[src/rtl/conv3x3_window_sequencer.sv]
`default_nettype none
// +--------------------------------------------------------------------------+
// | conv3x3_window_sequencer: 3x3 window position, channel and padding-mask  |
// | sequencer between the line buffer and the multiplier bar.                |
// | Revision: 1.0                                                            |
// +--------------------------------------------------------------------------+
module conv3x3_window_sequencer #(
  parameter int IMG_W  = 112,
  parameter int IMG_H  = 112,
  parameter int NUM_CH = 64,
  parameter int XW     = (IMG_W  > 1) ? $clog2(IMG_W)  : 1,
  parameter int YW     = (IMG_H  > 1) ? $clog2(IMG_H)  : 1,
  parameter int CHW    = (NUM_CH > 1) ? $clog2(NUM_CH) : 1
) (
  input  logic           clk,
  input  logic           rst_n,
  input  logic           start,
  input  logic           stride2,
  input  logic           valid_i,
  output logic           in_ready,
  output logic           drain_o,
  output logic           win_valid,
  output logic [8:0]     enable,
  output logic           valid_o,
  output logic           chnl_done,
  output logic           layer_done,
  output logic           busy,
  output logic [XW-1:0]  x_o,
  output logic [YW-1:0]  y_o,
  output logic [CHW-1:0] ch_o
);

  localparam int FW = $clog2(IMG_W + 1);

  localparam logic [FW-1:0]  FILL_LAST = FW'(IMG_W);
  localparam logic [XW-1:0]  X_LAST    = XW'(IMG_W - 1);
  localparam logic [XW-1:0]  X_PEN     = XW'(IMG_W - 2);
  localparam logic [YW-1:0]  Y_LAST    = YW'(IMG_H - 1);
  localparam logic [YW-1:0]  Y_PEN     = YW'(IMG_H - 2);
  localparam logic [CHW-1:0] CH_LAST   = CHW'(NUM_CH - 1);

  typedef enum logic [1:0] {
    S_IDLE  = 2'd0,
    S_FILL  = 2'd1,
    S_RUN   = 2'd2,
    S_DRAIN = 2'd3
  } state_e;

  state_e         state_q, state_d;
  logic [FW-1:0]  fill_q, fill_d;
  logic [XW-1:0]  x_q, x_d;
  logic [YW-1:0]  y_q, y_d;
  logic [CHW-1:0] ch_q, ch_d;
  logic           stride_q, stride_d;
  logic           valid_q;
  logic           chnl_done_q;
  logic           layer_done_q;

  logic           step;
  logic           active;
  logic           x_last;
  logic           y_last;
  logic           ch_last;
  logic           chnl_end;
  logic           layer_end;
  logic           last_beat;

  assign x_last    = (x_q == X_LAST);
  assign y_last    = (y_q == Y_LAST);
  assign ch_last   = (ch_q == CH_LAST);
  assign chnl_end  = x_last && y_last;
  assign layer_end = (state_q == S_DRAIN) && ch_last && chnl_end;
  // The last input beat leaves exactly IMG_W+1 windows for the drain phase.
  assign last_beat = ch_last && (y_q == Y_PEN) && (x_q == X_PEN);
  assign active    = (state_q == S_RUN) || (state_q == S_DRAIN);

  always_comb begin
    state_d  = state_q;
    fill_d   = fill_q;
    x_d      = x_q;
    y_d      = y_q;
    ch_d     = ch_q;
    stride_d = stride_q;
    step     = 1'b0;

    case (state_q)
      S_IDLE: begin
        if (start) begin
          state_d  = S_FILL;
          fill_d   = '0;
          x_d      = '0;
          y_d      = '0;
          ch_d     = '0;
          stride_d = stride2;
        end
      end
      S_FILL: begin
        if (valid_i) begin
          if (fill_q == FILL_LAST) begin
            state_d = S_RUN;
            fill_d  = '0;
          end else begin
            fill_d = fill_q + 1'b1;
          end
        end
      end
      S_RUN: begin
        step = valid_i;
        if (valid_i && last_beat) begin
          state_d = S_DRAIN;
        end
      end
      S_DRAIN: begin
        step = 1'b1;
        if (layer_end) begin
          state_d = S_IDLE;
        end
      end
      default: begin
        state_d = S_IDLE;
      end
    endcase

    if (step) begin
      if (x_last) begin
        x_d = '0;
        if (y_last) begin
          y_d  = '0;
          ch_d = layer_end ? '0 : ch_q + 1'b1;
        end else begin
          y_d = y_q + 1'b1;
        end
      end else begin
        x_d = x_q + 1'b1;
      end
    end
  end

  // Padding mask: bit 3*r+c, r=0 above centre, c=0 left of centre.
  always_comb begin
    enable = 9'b0;
    if (active) begin
      enable = 9'h1FF;
      if (y_q == '0) begin
        enable[2:0] = 3'b000;
      end
      if (y_last) begin
        enable[8:6] = 3'b000;
      end
      if (x_q == '0) begin
        enable[0] = 1'b0;
        enable[3] = 1'b0;
        enable[6] = 1'b0;
      end
      if (x_last) begin
        enable[2] = 1'b0;
        enable[5] = 1'b0;
        enable[8] = 1'b0;
      end
    end
  end

  assign win_valid = step && (!stride_q || (!x_q[0] && !y_q[0]));
  assign in_ready  = (state_q == S_FILL) || (state_q == S_RUN);
  assign drain_o   = (state_q == S_DRAIN);
  assign busy      = (state_q != S_IDLE);
  assign x_o       = x_q;
  assign y_o       = y_q;
  assign ch_o      = ch_q;
  assign valid_o   = valid_q;
  assign chnl_done = chnl_done_q;
  assign layer_done = layer_done_q;

  always_ff @(posedge clk or negedge rst_n) begin
    if (!rst_n) begin
      state_q      <= S_IDLE;
      fill_q       <= '0;
      x_q          <= '0;
      y_q          <= '0;
      ch_q         <= '0;
      stride_q     <= 1'b0;
      valid_q      <= 1'b0;
      chnl_done_q  <= 1'b0;
      layer_done_q <= 1'b0;
    end else begin
      state_q      <= state_d;
      fill_q       <= fill_d;
      x_q          <= x_d;
      y_q          <= y_d;
      ch_q         <= ch_d;
      stride_q     <= stride_d;
      valid_q      <= win_valid;
      chnl_done_q  <= step && chnl_end;
      layer_done_q <= step && layer_end;
    end
  end

endmodule
`default_nettype wire

[config.mk]
export PLATFORM = sky130hd
export DESIGN_NAME = conv3x3_window_sequencer
export DESIGN_NICKNAME = d
export VERILOG_FILES = /design/src/rtl/conv3x3_window_sequencer.sv
export SDC_FILE = /design/constraint.sdc
export NUM_CORES = 1
export LEC_CHECK = 0
export ABC_AREA = 1
export ABC_CLOCK_PERIOD_IN_PS = 1900
export CAP_MARGIN = 20
export CORE_UTILIZATION = 45
export DETAILED_ROUTE_END_ITERATION = 8
export GPL_TIMING_DRIVEN = 1
export PLACE_DENSITY = 0.83
export SYNTH_ARGS = -nofsm -noshare
export SYNTH_HDL_FRONTEND = slang
export SYNTH_SLANG_ARGS = --single-unit
[constraint.sdc]
create_clock -name clk -period 1.9 [get_ports clk]
set_clock_uncertainty 0.2 [all_clocks]
set_input_delay 0.38 -clock clk [delete_from_list [all_inputs] [get_ports clk]]
set_output_delay 0.38 -clock clk [all_outputs]
set_load 0.01 [all_outputs]
==> summary.txt, run 1 <==
Critical path
  – Maximum fanout count along the critical path: 4
  – Nature of the critical path endpoint: output port
  – Data required, critical path: 1.32 ns
  – Nature of the critical path startpoint: flip-flop
  – Most Frequent Cell on Critical Path: nor2_4
  – Biggest cell delay along the critical path: 0.45 ns
  – Cell with the largest stage delay on the worst path: dfrtp_2
  – Source of the worst register-to-register timing path: state_q[1]$_DFFE_PN0P_
  – Crit path cell chain: inv_2 -> ha_4 -> nor2_4 -> buf_6 -> nor2_4 -> o21a_1 -> buf_2
  – Type of the worst setup path: reg -> out
  – CP Data Arrival Time: 1.63 ns
  – Crit. Startpoint: state_q[0]$_DFFE_PN0P_

Timing
  – Worst hold slack across all endpoints: 0.291 ns
  – Setup-violating endpoint count in the final report: 31
  – Slew at the pin with the worst max-slew slack: 0.430 ns
  – Max-Slew Margin vs Limit: 71.3%
  – Max Fclk: 453 MHz
  – Min Tclk post-route: 2.21 ns
  – Final Hold Fails: 0
  – Setup slack of the critical path after layout: -0.305 ns
  – Period utilisation layout: 116%
  – Max-slew violations: 0
  – Unrepaired setup endpoints after global routing: true

Power and ir drop
  – Power density over the cells: 1290 nW/um^2
  – Portion of total power attributed to combinational logic: 65.8%
  – Proportion of power drawn by the clock network: 12.8%
  – Leakage dissipation: 1.75 nW
  – Switching power of the nets: 0.00200 W
  – Max rail drop VDD: 0.845 mV
  – Power Internal: 0.00263 W
  – Net switching fraction of the power: 43.2%
  – Portion of total power attributed to sequential cells: 21.4%

Run status
  – Violated checks: negative setup slack
  – Result of the run: complete, but fails checks

Place
  – Detail Placement HPWL: 3860 um
  – Instance area after placement: 2900 sq um
  – Weighted congestion at the end of routability-driven global placement: 0.864
  – Count of input and output buffers: 40

Global route
  – Overall global routing resource usage: 26.2%
  – GRT overflow: 0
  – Vias in the first global route: 2155
  – Largest net degree at the start of global routing: 34
  – First-pass GRT wire length: 9840 um
  – Antenna violations before repair: 0

Drt
  – Average vias per placed instance: 5.32
  – Drt wl/cell: 16.9 um
  – Remaining design rule violation count: 0
  – DRC marker count from the first detailed-route iteration: 147
  – Initial DRT Pass Iterations: 5
  – Total via count in the routed design: 2247
  – Total length of routed wires: 7150 um
  – Remaining number of nets flagged by the antenna check after routing: 0

Floorplanning
  – Std-Cell Core Area: 4350 sq um
  – Number of I/O pins: 41
  – Die area: 4830 sq um
  – Die boundary width: 69.5 um
  – Vertical extent of the die: 69.5 um
  – Initial cell density of the core: 47.1%
  – Number of standard-cell rows in the floorplan: 24

Layout
  – Number of filler instances in the final layout: 219
  – Layout Cell Area excl Fill: 3580 sq um
  – ANT cells: 0
  – Area Overhead vs Synth: 74.5%
  – Fraction of final layout cells with drive strength greater than 1: 50.8%
  – Final standard cell utilization of the core: 82.1%
  – Net count reported at finish: 388

Worst hold path
  – Class of the tightest hold or removal check: in -> async

Clock network
  – Worst skew pair latency: 0.29 ns
  – Reg clk slew, reported paths: 0.07 ns
  – Clock buffer depth: 2
  – Cell at the root of the clock tree: clkbuf_8
  – Number of buffers created by CTS: 5
  – Clock tree from TritonCTS: yes
  – CTS sink count: 33
  – Hold buffer count at cts: 0
  – H-Tree Depth: 2

Logic synthesis
  – Area of the mapped netlist: 2050 sq um
  – Number of storage elements in the synthesis netlist: 33
  – Number of unique standard cell types used by synthesis: 30
  – Average cell area after synthesis: 8.10 sq um
  – Gate count after technology mapping: 253
  – Synth Warn #: 0
  – Sequential cell area fraction in the yosys report: 40.3%
  – Synthesized Nets: 272

Run
  – Max-capacitance violation count: 0
-- timing repair --
item / in CTS / in global routing
setup endpoints to repair: 32 / 43
buffers inserted: 11 / 9
pin swaps: 8 / 31
gates cloned: 0 / 1
endpoints found under the hold margin: 0 / 0
resized for setup: 104 / 94
-- area by class of cell --
cell class	instances	area [sq um]	share of cell area (%)
tap	52	65.1	1.82
multi-input combinational	177	1460	40.9
sequential	33	833	23.3
clock buffer	7	96.3	2.69
clock inverter	1	5.00	0.140
inverter	41	163	4.55
timing repair buffer	111	951	26.6
-- critical path: cells and delay by family (launching register included) --
kind,cells,cell delay (ns)
buf+inv,3,0.37
flops,1,0.45
fa+ha+maj,1,0.16
compound gates,1,0.16
simple gates,2,0.19
-- registers in the layout (all words and copies together) (netlist names) --
| register | flops |
|---|---|
| ch_o | 6 |
| chnl_done | 1 |
| fill_q | 7 |
| layer_done | 1 |
| state_q | 2 |
| stride_q | 1 |
| valid_o | 1 |
| x_o | 7 |
| y_o | 7 |
-- metrics by stage --
stage	TNS [ns]	power, W	setup WS (ns)	cells
final	-3.57	0.00463	-0.305	422
after global routing	-5.57	0.00483	-0.342	422
after CTS	-1.32	0.00379	-0.179	415
after detailed placement	-4.75	0.00297	-0.439	396
after global placement	-4.38	0.00292	-0.451	396
after floorplan	0	0.00185	0.0144	253
-- cell families after synthesis --
group	after synthesis	share of synthesized area, %
simple gates	119	27.5
xor+xnor	14	5.98
mux	1	0.488
flops	33	40.3
buf+inv	43	8.43
fa+ha+maj	14	8.55
compound gates	29	8.73
-- power by group through the flow --
| stage | Sequential (W) | Combinational [W] | Clock, W |
|---|---|---|---|
| after floorplan | 0.000988 | 0.000862 | 0 |
| after global placement | 0.000943 | 0.00198 | 0 |
| after detailed placement | 0.000950 | 0.00202 | 0 |
| after CTS | 0.000956 | 0.00224 | 0.000593 |
| after global routing | 0.000998 | 0.00320 | 0.000631 |
| final | 0.000992 | 0.00304 | 0.000594 |
-- cells in the final DEF (no fill, tap or decap), types with 7 or more instances in the layout --
| cell type | instances |
|---|---|
| inv_1 | 23 |
| inv_2 | 15 |
| clkbuf_8 | 7 |
| nand2_2 | 12 |
| dlygate4sd2_1 | 12 |
| nor2_4 | 11 |
| buf_2 | 8 |
| o21ai_0 | 7 |
| nand2_1 | 32 |
| dfrtp_1 | 27 |
| xor2_1 | 12 |
| nor2_2 | 7 |
| buf_4 | 53 |
| buf_6 | 22 |
| nand2_4 | 8 |
| nor2_1 | 11 |
| clkdlybuf4s50_1 | 14 |
| nand3_1 | 16 |
-- cell usage after synthesis (all sizes together) --
cell type	number	area share [%]
and3	1	0.31
nor2	29	6.7
o21a	1	0.37
o21ai	12	2.9
or2	1	0.31
nand3	25	6.6
xnor2	2	0.85
nand4	3	0.92
o31ai	2	0.73
nor3	7	1.7
ha	14	8.5
xor2	12	5.1
mux2i	1	0.49
dfrtp	33	40
a21oi	5	1.2
o22ai	4	1.2
nand2	53	11
inv	41	7.5
o211ai	1	0.37
o32ai	3	1.3
a22oi	1	0.61
buf	2	0.92
-- path summary, 6_finish.rpt --
| kind | endpoint | slack, ns | cells after the start |
|---|---|---|---|
| max in group asynchronous | ch_o[4]$_DFF_PN0_ | 0.88 | 2 |
| worst min register to register | fill_q[5]$_DFFE_PN0P_ | 0.34 | 2 |
| worst min-delay path | fill_q[4]$_DFFE_PN0P_ | 0.29 | 2 |
| worst max register to register | fill_q[4]$_DFFE_PN0P_ | -0.13 | 11 |
| worst max-delay path | enable[6] | -0.31 | 7 |
| min in group clk | fill_q[5]$_DFFE_PN0P_ | 0.34 | 2 |
-- layer usage --
layer	GRT usage, %	share of wire (%)
met4	12.2	3.0
met1	29.9	40
met2	46.5	52
met5	0	0
met3	5.52	4.7
No activity file was read; power rests on OpenSTA's default activity.
==> inputs of run 2 (changes only) <==
- ABC_CLOCK_PERIOD_IN_PS: 1900 -> 2000
- GPL_TIMING_DRIVEN: 1 -> 0
- clock period: 1.9 -> 2 ns (I/O delays scaled with it)
==> run 2 against run 1 <==
  * The run ends with negative hold slack, negative setup slack left
  * Register-to-register slack improved by 0.09 ns
  * Via count fell by 2.9%
  * Global-route usage fell by 2.0 points
  * Cell count fell by 7.8%
  * Critical path type unchanged
  * Sequential share of layout area rose by 3.9 points
  * Die area did not move
  * Routed wire length fell by 5.4%
  * Combinational power fell by 24%
  * Sequential power fell by 3.5%
  * Largest power group unchanged
  * Final area fell by 15%
  * Critical path depth rose by 1
==> summary.txt, run 2 (synthesis results as in run 1) <==
Run status
  – Result of the run: complete, but fails checks
  – Violated checks: negative hold slack, negative setup slack

Drt
  – Total via count in the routed design: 2181 (-2.9%)
  – Drt wl/cell: 17.4 um (+2.7%)
  – Average vias per placed instance: 5.61 (+5.3%)
  – Total length of routed wires: 6760 um (-5.4%)
  – Remaining design rule violation count: 0 (unchanged)
  – Initial DRT Pass Iterations: 5 (unchanged)
  – DRC marker count from the first detailed-route iteration: 162 (+10%)
  – Remaining number of nets flagged by the antenna check after routing: 0 (unchanged)

Timing
  – Max-slew violations: 0 (unchanged)
  – Final Hold Fails: 15 (+15)
  – Setup-violating endpoint count in the final report: 13 (-58%)
  – Unrepaired setup endpoints after global routing: true
  – Slew at the pin with the worst max-slew slack: 0.781 ns (+0.350 ns)
  – Min Tclk post-route: 2.19 ns
  – Setup slack of the critical path after layout: -0.190 ns (+0.116 ns)
  – Period utilisation layout: 109%
  – Max-Slew Margin vs Limit: 48.0% (-23 points)
  – Max Fclk: 457 MHz
  – Worst hold slack across all endpoints: -0.00610 ns (-0.297 ns)

Layout
  – Final standard cell count with taps included and fillers excluded: 389 (-7.8%)
  – Leading cell type in the layout, fill and taps excluded: nand2_1
  – Net count reported at finish: 355 (-8.5%)
  – Fraction of final layout cells with drive strength greater than 1: 35.6% (-15 points)
  – ANT cells: 0 (unchanged)
  – Top library cells by usage in the layout, fill and taps aside: nand2_1, dfrtp_1, inv_1, buf_4, clkdlybuf4s50_1
  – Area Overhead vs Synth: 49.1%

Global route
  – Largest net degree at the start of global routing: 34 (unchanged)
  – Vias in the first global route: 1956 (-9.2%)
  – Antenna violations before repair: 0 (unchanged)
  – First-pass GRT wire length: 9190 um (-6.6%)
  – GRT overflow: 0 (unchanged)
  – Overall global routing resource usage: 24.2% (-2.0 points)

Power and ir drop
  – Power density over the cells: 1230 nW/um^2 (-4.9%)
  – Leakage dissipation: 1.46 nW (-17%)
  – Power Total: 0.00376 W (-19%)
  – Max rail drop VDD: 0.597 mV (-29%)

Place
  – Cells after DPL: 345 (-13%)
  – Detail Placement HPWL: 3430 um (-11%)
  – Weighted congestion at the end of routability-driven global placement: 0.808 (-6.5%)
  – Count of input and output buffers: 40 (unchanged)

Clock network
  – Worst skew pair latency: 0.28 ns (about the same)
  – Reg clk slew, reported paths: 0.07 ns (about the same)
  – Clock tree from TritonCTS: yes
  – Number of buffers created by CTS: 5 (unchanged)
  – H-Tree Depth: 2 (unchanged)
  – CTS sink count: 33 (unchanged)
  – Hold buffer count at cts: 0 (unchanged)
  – Cell at the root of the clock tree: clkbuf_8
  – Clock buffer depth: 2 (unchanged)

Run
  – Max-capacitance violation count: 0 (unchanged)

Critical path
  – CP Data Arrival Time: 1.59 ns (-0.04 ns)
  – Nature of the critical path startpoint: flip-flop
  – Crit path cell chain: inv_4 -> ha_4 -> nor2_4 -> buf_6 -> inv_4 -> o21ai_4 -> nor2_2 -> buf_2
  – Data required, critical path: 1.40 ns (+0.08 ns)
  – R2R Setup Slk: -0.04 ns (+0.09 ns)
  – Biggest cell delay along the critical path: 0.46 ns (about the same)
  – Maximum fanout count along the critical path: 4 (unchanged)
  – Type of the worst setup path: reg -> out
  – Cell with the largest stage delay on the worst path: dfrtp_2
  – Most Frequent Cell on Critical Path: inv_4
  – Nature of the critical path endpoint: output port

Floorplanning
  – Die boundary width: 69.5 um (unchanged)
  – Std-Cell Core Area: 4350 sq um (unchanged)
  – Vertical extent of the die: 69.5 um (unchanged)
  – Number of I/O pins: 41 (unchanged)
  – Number of standard-cell rows in the floorplan: 24 (unchanged)
  – Initial cell density of the core: 47.1% (unchanged)
  – Die area: 4830 sq um (unchanged)

Worst hold path
  – Class of the tightest hold or removal check: in -> async
run 2: cell types whose count changed in the layout (fill, tap and decap cells not counted), sizes merged, moves of 2 or more:
cell / before / now
buf: 83 / 51
dlygate4sd2: 12 / 4
clkdlybuf4s50: 14 / 23
clkdlybuf4s15: 2 / 0
run 2: final cells by class:
type	count	area [sq um]
Buffer	2	22.5
Clock buffer	8	80.1
Fill cell	313	1300
Inverter	41	166
Multi-Input combinational cell	177	1230
Sequential cell	33	832
Tap cell	52	65.1
Timing Repair Buffer	76	659
run 2: what timing repair did:
item | 4_1_cts | 5_1_grt
cloned | 0 | 0
setup buffers | 24 | 12
gates resized for setup | 80 | 47
setup endpoints to repair | 24 | 22
pin swaps | 9 | 13
run 2: critical path: cells and delay by family, from the launching register on:
kind / cells / cell delay (ns)
adder cells (fa/ha/maj): 1 / 0.16
buffers and inverters: 4 / 0.43
AO/OA/AOI/OAI: 1 / 0.07
AND/OR/NAND/NOR: 2 / 0.19
flip-flops: 1 / 0.46
run 2: where the power goes:
part | internal (W) | total [W] | switching [W]
Clock | 0.000247 | 0.000483 | 0.000236
Sequential | 0.000794 | 0.000957 | 0.000163
Combinational | 0.00108 | 0.00232 | 0.00125
Total | 0.00212 | 0.00376 | 0.00165
run 2: worst paths after layout:
path | end | cells after the start | from
setup / recovery | enable[0] | 8 | state_q[0]$_DFFE_PN0P_
hold / removal | fill_q[4]$_DFFE_PN0P_ | 1 | rst_n
setup reg to reg | state_q[0]$_DFFE_PN0P_ | 11 | x_o[1]$_DFFE_PN0P_
hold reg to reg | ch_o[0]$_DFF_PN0_ | 1 | ch_o[0]$_DFF_PN0_
max in group asynchronous | y_o[5]$_DFF_PN0_ | 1 | rst_n
min in group clk | ch_o[0]$_DFF_PN0_ | 1 | ch_o[0]$_DFF_PN0_
run 2: through the flow:
stage	worst slack [ns]	instance area [sq um]	TNS [ns]	util, %
4_1_cts	-0.139	2810	-0.768	64.5
3_3_place_gp	-0.638	2510	-19.64	57.8
2_1_floorplan	0.00707	2050	0	-
3_5_place_dp	-0.623	2510	-8.24	57.6
6_report	-0.190	3060	-1.33	70.2
5_1_grt	-0.235	3060	-2.29	70.2
run 2: per-layer routing:
layer,wire [um],up-vias,track usage [%]
met5,0,-,0
met4,313,0,13.6
met3,362,28,4.07
met2,3530,115,40.7
met1,2560,1059,29.4
li1,-,979,-
==> inputs of run 3 (changes only) <==
- ABC_CLOCK_PERIOD_IN_PS: 2000 -> 2600
- CTS_CLUSTER_DIAMETER: default -> 80
- PLACE_DENSITY: 0.83 -> 0.8
- SETUP_SLACK_MARGIN: default -> 0.4
- clock period: 2 -> 2.6 ns (I/O delays scaled with it)
==> run 3 against run 2 <==
  * The flow now finishes without violations
  * Sequential power shrank 26%
  * Global-route usage shrank 2.0 points
  * Cell count down 0.77%
  * Combinational power shrank 40%
  * Non-clock buffer count down 3
  * Flip-flop and latch count unchanged
  * Core utilization is 2.6 points lower
  * Setup slack gained 0.38 ns
  * Die area is the same
  * Via count shrank 7.9%
  * Sequential share of layout area up 1.0 points
  * Critical path depth shrank 1
==> summary.txt, run 3 (synthesis results as in run 1) <==
Critical path
  – Nature of the critical path startpoint: flip-flop
  – Source of the worst register-to-register timing path: state_q[0]$_DFFE_PN0P_
  – Type of the worst setup path: reg -> out
  – Crit Reg-Reg Endpoint: fill_q[3]$_DFFE_PN0P_
  – FF-to-FF path depth: 9 (-2)
  – Data required, critical path: 1.88 ns (+0.48 ns)
  – R2R Setup Slk: 0.63 ns (+0.67 ns)
  – Maximum fanout count along the critical path: 3 (-1)
  – Nature of the critical path endpoint: output port
  – CP Data Arrival Time: 1.69 ns (+0.10 ns)
  – Destination of the critical timing path: enable[2]
  – Crit. Startpoint: y_o[1]$_DFF_PN0_

Clock network
  – Clock buffer depth: 2 (unchanged)
  – Number of buffers created by CTS: 5 (unchanged)
  – Hold buffer count at cts: 0 (unchanged)
  – H-Tree Depth: 2 (unchanged)
  – Clock tree from TritonCTS: yes
  – Reg clk slew, reported paths: 0.07 ns (about the same)
  – CTS sink count: 33 (unchanged)
  – Worst skew pair latency: 0.29 ns (about the same)
  – Cell at the root of the clock tree: clkbuf_8

Global route
  – First-pass GRT wire length: 8470 um (-7.8%)
  – Largest net degree at the start of global routing: 34 (unchanged)
  – Vias in the first global route: 1918 (-1.9%)
  – Antenna violations before repair: 0 (unchanged)
  – Overall global routing resource usage: 22.3% (-2.0 points)
  – GRT overflow: 0 (unchanged)

Power and ir drop
  – Leakage dissipation: 1.47 nW (+0.54%)
  – Portion of total power attributed to sequential cells: 28.7% (+3.3 points)
  – Switching power of the nets: 0.00104 W (-37%)
  – Max rail drop VDD: 0.350 mV (-41%)
  – Power density over the cells: 842 nW/um^2 (-32%)
  – Proportion of power drawn by the clock network: 15.4% (+2.6 points)
  – Portion of total power attributed to combinational logic: 55.9% (-5.9 points)
  – Net switching fraction of the power: 42.1% (-1.7 points)
  – Power Internal: 0.00143 W (-32%)

Timing
  – Max-slew violations: 0 (unchanged)
  – Final Hold Fails: 0 (-15)
  – Min Tclk post-route: 2.41 ns
  – Worst hold slack across all endpoints: 0.0869 ns (+0.0930 ns)
  – Slew at the pin with the worst max-slew slack: 0.742 ns (-0.0383 ns)
  – Unrepaired setup endpoints after global routing: true
  – Period utilisation layout: 92.8%
  – Setup-violating endpoint count in the final report: 0 (-13)
  – Max-Slew Margin vs Limit: 50.5% (+2.6 points)
  – Setup_tns: 0 ns (+1.33 ns)
  – Max Fclk: 414 MHz

Drt
  – Average vias per placed instance: 5.20 (-7.2%)
  – Total length of routed wires: 5440 um (-20%)
  – Remaining number of nets flagged by the antenna check after routing: 0 (unchanged)
  – Total via count in the routed design: 2009 (-7.9%)
  – DRC marker count from the first detailed-route iteration: 166 (+2.5%)
  – Remaining design rule violation count: 0 (unchanged)
  – Initial DRT Pass Iterations: 5 (unchanged)
  – Drt wl/cell: 14.1 um (-19%)

Place
  – Detail Placement HPWL: 3280 um (-4.4%)
  – Weighted congestion at the end of routability-driven global placement: 0.850 (+5.1%)
  – Count of input and output buffers: 40 (unchanged)

Floorplanning
  – Vertical extent of the die: 69.5 um (unchanged)
  – Number of I/O pins: 41 (unchanged)
  – Die boundary width: 69.5 um (unchanged)
  – Number of standard-cell rows in the floorplan: 24 (unchanged)
  – Initial cell density of the core: 47.1% (unchanged)
  – Die area: 4830 sq um (unchanged)
  – Std-Cell Core Area: 4350 sq um (unchanged)

Layout
  – ANT cells: 0 (unchanged)
  – Area Overhead vs Synth: 43.5%
  – Fraction of final layout cells with drive strength greater than 1: 30.8% (-4.8 points)
  – Leading cell type in the layout, fill and taps excluded: nand2_1
  – Net count reported at finish: 352 (-0.85%)
  – Top library cells by usage in the layout, fill and taps aside: nand2_1, buf_4, dfrtp_1, inv_1, clkdlybuf4s50_1

Run
  – Max-capacitance violation count: 0 (unchanged)

Worst hold path
  – Class of the tightest hold or removal check: in -> async

Run status
  – Result of the run: completed
==> run 3: changes by cell type in the layout (fill, tap and decap cells not counted), moves of 3 or more <==
cell and change:
buf_6 -12, nand2_1 +7, nand2_2 -7, buf_4 +5, inv_4 -4, inv_2 +3
==> run 3: metal layers <==
layer	wire length, um	share of wire (%)	vias to the layer above	global-route usage, %
met2	2800	51	54	39.5
met1	2290	42	967	25.5
met5	0	0	-	0
met3	232	4.3	14	5.96
li1	-	-	974	-
met4	117	2.1	0	8.39
==> run 3: how the worst min path moves through the flow <==
| stage | endpoint | start | depth (start not counted) | slack (ns) |
|---|---|---|---|---|
| 5_1_grt | x_o[4]$_DFFE_PN0P_ | rst_n | 1 | 0.14 |
| 4_1_cts | x_o[6]$_DFFE_PN0P_ | rst_n | 1 | 0.11 |
| 2_1_floorplan | ch_o[0]$_DFF_PN0_ | rst_n | 0 | 0.02 |
| 6_report | x_o[6]$_DFFE_PN0P_ | rst_n | 1 | 0.09 |
| 3_3_place_gp | stride_q$_DFFE_PN0P_ | stride_q$_DFFE_PN0P_ | 2 | 0.27 |
| 3_5_place_dp | stride_q$_DFFE_PN0P_ | stride_q$_DFFE_PN0P_ | 2 | 0.27 |
==> run 3: through the flow <==
step | utilization, % | cell area (sq um) | power, W | setup slack (ns) | instances
6_report | 67.6 | 2940 | 0.00248 | 0.187 | 386
4_1_cts | 64.9 | 2830 | 0.00234 | 0.252 | 378
5_1_grt | 67.6 | 2940 | 0.00263 | 0.123 | 386
3_3_place_gp | 57.8 | 2510 | 0.00179 | -0.257 | 345
3_5_place_dp | 57.6 | 2510 | 0.00183 | -0.277 | 345
2_1_floorplan | - | 2050 | 0.00135 | 0.487 | 253
==> run 3: area by class of cell <==
class	count	area, sq um
fillers	320	1410
multi-input cells	177	1180
flip-flops and latches	33	831
repair buffers	73	608
inverters	41	156
clock buffers	8	80.1
well taps	52	65.1
plain buffers	2	18.8
==> run 3: power by group through the flow <==
stage / clock [W] / combinational [W] / sequential [W]
after floorplan: 0 / 0.000626 / 0.000722
after global placement: 0 / 0.00108 / 0.000713
after detailed placement: 0 / 0.00111 / 0.000717
after CTS: 0.000385 / 0.00125 / 0.000712
after global routing: 0.000409 / 0.00150 / 0.000725
final: 0.000381 / 0.00139 / 0.000711
==> run 3: timing repair <==
item / in CTS / in global routing
gates resized for setup: 70 / 18
pin swaps: 9 / 7
endpoints found under the setup margin: 13 / 14
buffers inserted: 25 / 8
==> run 3: critical path: stages, from the launching register on <==
cell     delay, ns
dfrtp_1       0.43
inv_2         0.10
ha_4          0.12
nand4_1       0.12
nor3_2        0.29
buf_4         0.17
nor3_2        0.04
buf_2         0.14
